[config.mk]
export PLATFORM = sky130hd
export DESIGN_NAME = branch_predictor
export DESIGN_NICKNAME = d
export VERILOG_FILES = /design/src/rtl/branch_predictor_pkg.sv /design/src/rtl/branch_predictor_sat_counter2.sv /design/src/rtl/branch_predictor.sv
export SDC_FILE = /design/constraint.sdc
export NUM_CORES = 2
export LEC_CHECK = 0
export BUFFER_PORTS_ARGS = -buffer_cell sky130_fd_sc_hd__buf_4
export CAP_MARGIN = 20
export CORE_AREA = 5 5 322 324
export CTS_CLUSTER_DIAMETER = 50
export DETAILED_ROUTE_END_ITERATION = 6
export DIE_AREA = 0 0 327 329
export PLACE_DENSITY = 0.68
export SYNTH_ARGS = -nofsm -noshare
export SYNTH_HDL_FRONTEND = slang
export SYNTH_HIERARCHICAL = 1
export SYNTH_SLANG_ARGS = --single-unit
export TNS_END_PERCENT = 50
[constraint.sdc]
create_clock -name clk -period 9.07 [get_ports clk]
set_clock_uncertainty 0.15 [all_clocks]
set_input_delay 1.3605 -clock clk [delete_from_list [all_inputs] [get_ports clk]]
set_output_delay 1.3605 -clock clk [all_outputs]
set_load 0.02 [all_outputs]
[src/rtl/branch_predictor_pkg.sv]
// Shared definitions for the branch predictor: 2-bit counter encodings,
// default table geometry and a small decode helper.
package branch_predictor_pkg;

  typedef enum logic [1:0] {
    CNT_SNT = 2'b00,
    CNT_WNT = 2'b01,
    CNT_WT  = 2'b10,
    CNT_ST  = 2'b11
  } cnt_e;

  localparam int BP_DEFAULT_ENTRIES = 16;
  localparam int BP_DEFAULT_IDX_W   = 4;

  function automatic logic cnt_predicts_taken(input cnt_e c);
    return c[1];
  endfunction

endpackage

[src/rtl/branch_predictor_sat_counter2.sv]
// Two-bit saturating direction counter: moves one step toward the outcome,
// holding at strong-not-taken and strong-taken.
module bp_sat_counter2
  import branch_predictor_pkg::*;
(
  input  cnt_e state_i,
  input  logic taken_i,
  output cnt_e state_o
);

  always_comb begin
    state_o = state_i;
    unique case (state_i)
      CNT_SNT: state_o = taken_i ? CNT_WNT : CNT_SNT;
      CNT_WNT: state_o = taken_i ? CNT_WT  : CNT_SNT;
      CNT_WT:  state_o = taken_i ? CNT_ST  : CNT_WNT;
      CNT_ST:  state_o = taken_i ? CNT_ST  : CNT_WT;
      default: state_o = state_i;
    endcase
  end

endmodule

[src/rtl/branch_predictor.sv]
// Direct-mapped BTB with 2-bit direction counters, combinational fetch lookup,
// execute-stage update/mispredict detection and saturating statistics counters.
module branch_predictor
  import branch_predictor_pkg::*;
#(
  parameter int ENTRIES = BP_DEFAULT_ENTRIES
) (
  input  logic        clk,
  input  logic        reset,
  input  logic [31:0] PCF,
  output logic        PredTakenF,
  output logic [31:0] PredTargetF,
  input  logic        BranchE,
  input  logic        BranchTakenE,
  input  logic [31:0] PCE,
  input  logic [31:0] BranchTargetE,
  input  logic        PredTakenE,
  input  logic [31:0] PredTargetE,
  output logic        MispredictE,
  output logic [31:0] RedirectPCE,
  output logic [15:0] BranchCount,
  output logic [15:0] MispredCount
);

  localparam int IDX_W = $clog2(ENTRIES);
  localparam int TAG_W = 30 - IDX_W;

  logic             valid_q  [ENTRIES];
  logic             valid_d  [ENTRIES];
  logic [TAG_W-1:0] tag_q    [ENTRIES];
  logic [TAG_W-1:0] tag_d    [ENTRIES];
  logic [31:0]      target_q [ENTRIES];
  logic [31:0]      target_d [ENTRIES];
  cnt_e             cnt_q    [ENTRIES];
  cnt_e             cnt_d    [ENTRIES];

  logic [15:0] branch_count_q, branch_count_d;
  logic [15:0] mispred_count_q, mispred_count_d;

  logic [IDX_W-1:0] idx_f, idx_e;
  logic [TAG_W-1:0] tag_f, tag_e;
  logic             hit_f, hit_e;
  cnt_e             cnt_next_e;

  logic unused_pc_low;
  assign unused_pc_low = ^{PCF[1:0], PCE[1:0]};

  assign idx_f = PCF[IDX_W+1:2];
  assign tag_f = PCF[31:IDX_W+2];
  assign idx_e = PCE[IDX_W+1:2];
  assign tag_e = PCE[31:IDX_W+2];

  assign hit_f = valid_q[idx_f] && (tag_q[idx_f] == tag_f);
  assign hit_e = valid_q[idx_e] && (tag_q[idx_e] == tag_e);

  // Lookup reads the registered table, so a same-cycle update is seen only next cycle.
  assign PredTakenF  = hit_f && cnt_predicts_taken(cnt_q[idx_f]);
  assign PredTargetF = PredTakenF ? target_q[idx_f] : (PCF + 32'd4);

  assign MispredictE = BranchE &&
                       ((BranchTakenE != PredTakenE) ||
                        (BranchTakenE && PredTakenE && (PredTargetE != BranchTargetE)));
  assign RedirectPCE = BranchTakenE ? BranchTargetE : (PCE + 32'd4);

  bp_sat_counter2 u_sat_counter (
    .state_i (cnt_q[idx_e]),
    .taken_i (BranchTakenE),
    .state_o (cnt_next_e)
  );

  always_comb begin
    valid_d  = valid_q;
    tag_d    = tag_q;
    target_d = target_q;
    cnt_d    = cnt_q;
    if (BranchE) begin
      if (hit_e) begin
        cnt_d[idx_e] = cnt_next_e;
        if (BranchTakenE) target_d[idx_e] = BranchTargetE;
      end else if (BranchTakenE) begin
        // Taken miss evicts whatever aliased into this slot.
        valid_d[idx_e]  = 1'b1;
        tag_d[idx_e]    = tag_e;
        target_d[idx_e] = BranchTargetE;
        cnt_d[idx_e]    = CNT_WT;
      end
    end
  end

  always_comb begin
    branch_count_d  = branch_count_q;
    mispred_count_d = mispred_count_q;
    if (BranchE && (branch_count_q != 16'hFFFF))
      branch_count_d = branch_count_q + 16'd1;
    if (MispredictE && (mispred_count_q != 16'hFFFF))
      mispred_count_d = mispred_count_q + 16'd1;
  end

  always_ff @(posedge clk) begin
    if (reset) begin
      for (int i = 0; i < ENTRIES; i++) begin
        valid_q[i]  <= 1'b0;
        tag_q[i]    <= '0;
        target_q[i] <= '0;
        cnt_q[i]    <= CNT_WNT;
      end
      branch_count_q  <= '0;
      mispred_count_q <= '0;
    end else begin
      valid_q         <= valid_d;
      tag_q           <= tag_d;
      target_q        <= target_d;
      cnt_q           <= cnt_d;
      branch_count_q  <= branch_count_d;
      mispred_count_q <= mispred_count_d;
    end
  end

  assign BranchCount  = branch_count_q;
  assign MispredCount = mispred_count_q;

endmodule

Word level (Yosys, flattened, before mapping)
Cells that the tools add are included.
{"block": "word_totals", "output_inout_bits": 98, "mem_bits_rw": 0, "wordCells": 145, "memories": 0, "register_bits": 1008, "latch_bits": 0, "romBits": 0}
{"block": "op_classes", "shifts": 0, "n_lt_le_gt_ge": 3, "add_sub_neg": 4, "n_div": 0, "n_eq_ne": 9, "bitwise": 7, "multipliers": 0, "n_reduce_logical": 15, "n_mux": 41}
{"operator": "$bwmux 512", "n": 1}
{"operator": "$bwmux 416", "n": 1}
{"operator": "$mux 32", "n": 7}
{"operator": "$bmux 26 s4", "n": 2}
{"operator": "$mux 26", "n": 5}
{"operator": "$bmux 32 s4", "n": 1}
{"operator": "$demux 32 s4", "n": 1}
{"operator": "$demux 26 s4", "n": 1}
{"operator": "$add 32x3->32 const B", "n": 2}
{"operator": "$eq 26x26->1", "n": 2}
{"operator": "$add 16x1->16 const B", "n": 2}
{"operator": "$bwmux 32", "n": 1}
{"operator": "$ne 16x16->1 const B", "n": 2}
{"operator": "$ne 32x32->1", "n": 1}
{"operator": "$or 16x16->16", "n": 2}
{"operator": "$and 16x16->16", "n": 1}
{"operator": "$bmux 2 s4", "n": 2}
{"operator": "$not 16->16", "n": 1}
{"operator": "$mux 2", "n": 7}
{"operator": "$ge 5x5->1 const B", "n": 2}
{"operator": "$not 4->5", "n": 2}
{"operator": "$logic_and 1x1->1", "n": 9}
{"operator": "$bmux 1 s4", "n": 2}
{"operator": "$demux 2 s4", "n": 1}
{"operator": "13 further kinds", "n": 21}

Depth between registers and ports, before layout
{"block": "logic_depth", "word_depth": 9, "depth_mapped": 17, "depth_no_buf": 9}

By module
The synthesis kept the hierarchy.
{"mod": "branch_predictor", "instances": 1, "cells_per_inst": 5213, "area_per_inst_um2": 49590.1}
{"mod": "bp_sat_counter2", "instances": 1, "cells_per_inst": 3, "area_per_inst_um2": 26.3}

Worst setup path before layout
No wires, ideal clock.
{"block": "synth_path", "kind": "input to output", "start": "input port PCF[3]", "end": "output port PredTargetF[2]", "slack_ns": 2.843, "cell_stages": 11, "arrival_time_ns": 4.716, "n_path_buf": 5, "required_ns": 7.559, "cell_sequence": "buf_2 buf_2 buf_2 buf_1 mux4_2 mux4_2 xor2_1 nand3b_1 nor4_4 buf_6 mux2i_1"}
{"block": "synth_via", "elab_chain_len": 8}
{"item": "start, declared", "line_no": "branch_predictor.sv:10", "text": "input logic [31:0] PCF,"}
{"item": "$not 4->5 (not written as such) (*)", "line_no": "branch_predictor.sv:53, branch_predictor.sv:57, branch_predictor.sv:58"}
{"item": "$bmux 26 s4", "line_no": "branch_predictor.sv:53", "text": "assign hit_f = valid_q[idx_f] && (tag_q[idx_f] == tag_f);"}
{"item": "$mux 26 (not written as such) (2 in series)", "line_no": "branch_predictor.sv:53"}
{"item": "$eq 26x26->1", "line_no": "branch_predictor.sv:53"}
{"item": "$logic_and 1x1->1", "line_no": "branch_predictor.sv:53"}
{"item": "$logic_and 1x1->1", "line_no": "branch_predictor.sv:57", "text": "assign PredTakenF = hit_f && cnt_predicts_taken(cnt_q[idx_f]);"}
{"item": "$mux 32 (*)", "line_no": "branch_predictor.sv:58", "text": "assign PredTargetF = PredTakenF ? target_q[idx_f] : (PCF + 32'd4);"}
{"item": "end, declared", "line_no": "branch_predictor.sv:12", "text": "output logic [31:0] PredTargetF,"}
Mark *: on every way between the ends. The rest lies on a longest branch, timed or not. The select of a mux whose other input is x is not followed.

Worst setup path in the final report
{"block": "layout_path", "start": "input port PCF[2]", "end": "output port PredTargetF[31]"}
{"block": "layout_via", "elab_chain_len": 8}
{"item": "$not 4->5 (not written as such)", "line_no": "branch_predictor.sv:53, branch_predictor.sv:57, branch_predictor.sv:58"}
{"item": "$bmux 26 s4", "line_no": "branch_predictor.sv:53"}
{"item": "$mux 26 (not written as such) (2 in series)", "line_no": "branch_predictor.sv:53"}
{"item": "$eq 26x26->1", "line_no": "branch_predictor.sv:53"}
{"item": "$logic_and 1x1->1", "line_no": "branch_predictor.sv:53"}
{"item": "$logic_and 1x1->1", "line_no": "branch_predictor.sv:57"}
{"item": "$mux 32 (*)", "line_no": "branch_predictor.sv:58"}
Marked as above.

==> flow_metrics.tcl <==
set metrics [dict create \
    synthesis.area_sq_mm 0.0496 \
    grt_usage_pct 30.4 \
    hold_violations 0 \
    place_area_sq_mm 0.0516 \
    cts_buffers 115 \
    vias_per_cell 6.24 \
    area_growth_syn_to_layout_pct 12.2 \
    start_kind "input port" \
    period_share_pct 82.0 \
    start_util_pct 49.2 \
    netlist_instances 5216 \
    ctsResizeCount 0 \
    cts_tree "yes" \
    synth-edff-count 0 \
    drtIter0Drc 5419 \
    drc 1 \
    core_sq_mm 0.101 \
    cp.arrival_ps 5920 \
    rsz0062_at_grt "false" \
    critical_path_class "input port to output pin" \
    fill_cells 8700 \
    portBuffers 230 \
    hpwl_um 100000 \
    p_sw_share_pct 25.3 \
    htreeDepth 3 \
    ir_worst_vdd_uv 161 \
    syn_avg_cell_area_sq_um 9.51 \
    combinationalPowerShare_pct 8.0 \
    drive_gt1_share_pct 18.7 \
    power_leakage_nw 18.7 \
    power_density_mw_per_mm2 184 \
    cp_slowest_cell "buf_4" \
    clock_latency_ps 730 \
    crit_fanout 63 \
    cts_setup_buffers 0 \
    grt-ovfl-total 0 \
    antenna_found_initial 8 \
    grt_pass1_wl_um 249000 \
    yosys_warnings 6 \
    maxSlewHeadroom_pct 16.8 \
    dieWidth_um 327 \
    p_seq_share_pct 43.9 \
    yosys.area.top_type "dfxtp_1" \
    seqCellArea_sq_mm 0.0202 \
    pre_cts_slack_ps 1680 \
    layout.nets 5247 \
    cts.path.max_buffers 3 \
    worstSetupEndpointType "output pin" \
    hp-class "flip-flop to flip-flop" \
    violations "design-rule violations" \
    grt_max_degree 203 \
    run_status "finished, violations left" \
    ys_seq_elements 1008 \
    fin_area_sq_mm 0.0557 \
    via_count 40700 \
    internal_power_mw 7.64 \
    first_pass_iters 7 \
    slew_viol_final 0 \
    holdWs_ps 300 \
    cp.required_ps 7560 \
    setup_viol 0 \
    die_area_sq_mm 0.108 \
    antenna_left 0 \
    tns_ps 0 \
    rows 117 \
    grt_pass1_vias 38800 \
    cts_hold_buf 0 \
    instances_no_fill 6519 \
    place_inst 6298 \
    clkSlewWorstSetupHoldPaths_ps 60 \
    gp_congestion 0.974 \
    syn_nets 5357 \
    wl_per_cell_um 26.1 \
    tightest_slew_ps 1250 \
    synth_top_cells_by_count "1131 x nand2_1, 1008 x dfxtp_1, 530 x a21oi_1" \
    power_switching_mw 2.58 \
    layout_setup_ws_ps 1640 \
    power_mw 10.2 \
    wl_um 170000 \
    cts-root-buf "clkbuf_16" \
    multi_input_area_sq_mm 0.0273 \
    die_y_um 329 \
    fmax_mhz 135 \
    ys_types 65 \
    cts.sinks 1008 \
    synth_most_common_cell "nand2_1" \
    power.share.clock_pct 48.1 \
    maxCapViolCount 0 \
    netlist.area_leader.share_pct 40.7 \
    synth_area_leaders "dfxtp_1 41%, mux4_2 17%, mux2i_1 10%, nand2_1 8.6%, a21oi_1 5.3%" \
    final_core_util_pct 55.2 \
    pin_count 231 \
    period_needed_ps 7430 \
    yosysSeqAreaShare_pct 40.7 \
    ys.flop_type "dfxtp_1" \
    crit_chain "buf_8 -> mux4_2 -> mux4_2 -> xnor2_1 -> nand2_1 -> nor3_2 -> nand4b_1 -> or4_4 -> nor4_4 -> buf_4 -> mux2_2 -> buf_4" \
    max_stage_delay_ps 620 \
    async_reset_ff_share_pct 0 \
]
## placed cells by master (no fill, tap or decap), types with 26 or more instances in the layout
cell / instances
clkbuf_16: 115
inv_1: 33
o21ai_0: 42
mux4_2: 376
xnor2_1: 72
a21oi_1: 530
dfxtp_1: 1008
nor2_1: 523
nand2_1: 1115
nand3_1: 48
buf_4: 291
xor2_1: 97
mux2i_1: 509
mux2_4: 29
nand4_1: 26
## path summary, 6_finish.rpt
kind            startpoint              end  slack, ps  cells past startpoint
max                 PCF[2]  PredTargetF[31]       1640                     12
min reg2reg  target_q[496]    target_q[496]        300                      2
max reg2reg     tag_q[371]        cnt_q[29]       4370                     10
min          target_q[496]    target_q[496]        300                      2
## cell type report
type	count	area share (%)
Antenna cell	8	0.0360
Clock buffer	153	5.82
Clock inverter	60	1.44
Inverter	35	0.236
Multi-Input combinational cell	3645	49.0
Sequential cell	1008	36.3
Tap cell	1309	2.94
Timing Repair Buffer	301	4.23
## power groups by stage
| stage | clock network, mW | registers [mW] | logic [mW] |
|---|---|---|---|
| 2_1_floorplan | 0 | 4.58 | 0.518 |
| 5_1_grt | 5.14 | 4.49 | 0.854 |
| 3_5_place_dp | 0 | 4.58 | 0.803 |
| 6_report | 4.92 | 4.49 | 0.819 |
| 3_3_place_gp | 0 | 4.58 | 0.797 |
| 4_1_cts | 4.95 | 4.48 | 0.805 |
## metal layers
metal / part of all wire, % / wire length (um) / GRT usage, % / up-vias
met5: 0 / 0 / 0 / -
met4: 4.5 / 7580 / 13.2 / 0
met3: 12 / 20200 / 8.15 / 430
met2: 45 / 75900 / 47.2 / 2369
met1: 39 / 66200 / 40.3 / 20000
li1: - / - / - / 17900
## critical path: cells and delay by family
family / cells / cell delay (ps)
multiplexers: 3 / 1530
AND/OR/NAND/NOR: 5 / 1040
XOR/XNOR: 1 / 520
buffers and inverters: 3 / 1280
## flip-flops by register name, summed over array words and instances (netlist names)
signal        cells
valid_q          16
MispredCount     16
target_q        512
tag_q           416
cnt_q            32
BranchCount      16
## cell families (layout without fill, tap and decap cells)
kind of cell               count (synthesis)  in the layout  synth area share [%]
buffers and inverters                    563            549                  4.98
xor gates and xnor gates                 170            170                  3.02
muxes                                    921            921                  28.4
AOI/OAI and AO/OA                        702            702                  7.82
and+or+nand+nor                         1842           1842                  14.9
DFF                                     1008           1008                  40.7
adders and majority gates                 10             10                 0.247
other                                      0              8                     0
No activity file was read; power rests on OpenSTA's default activity.
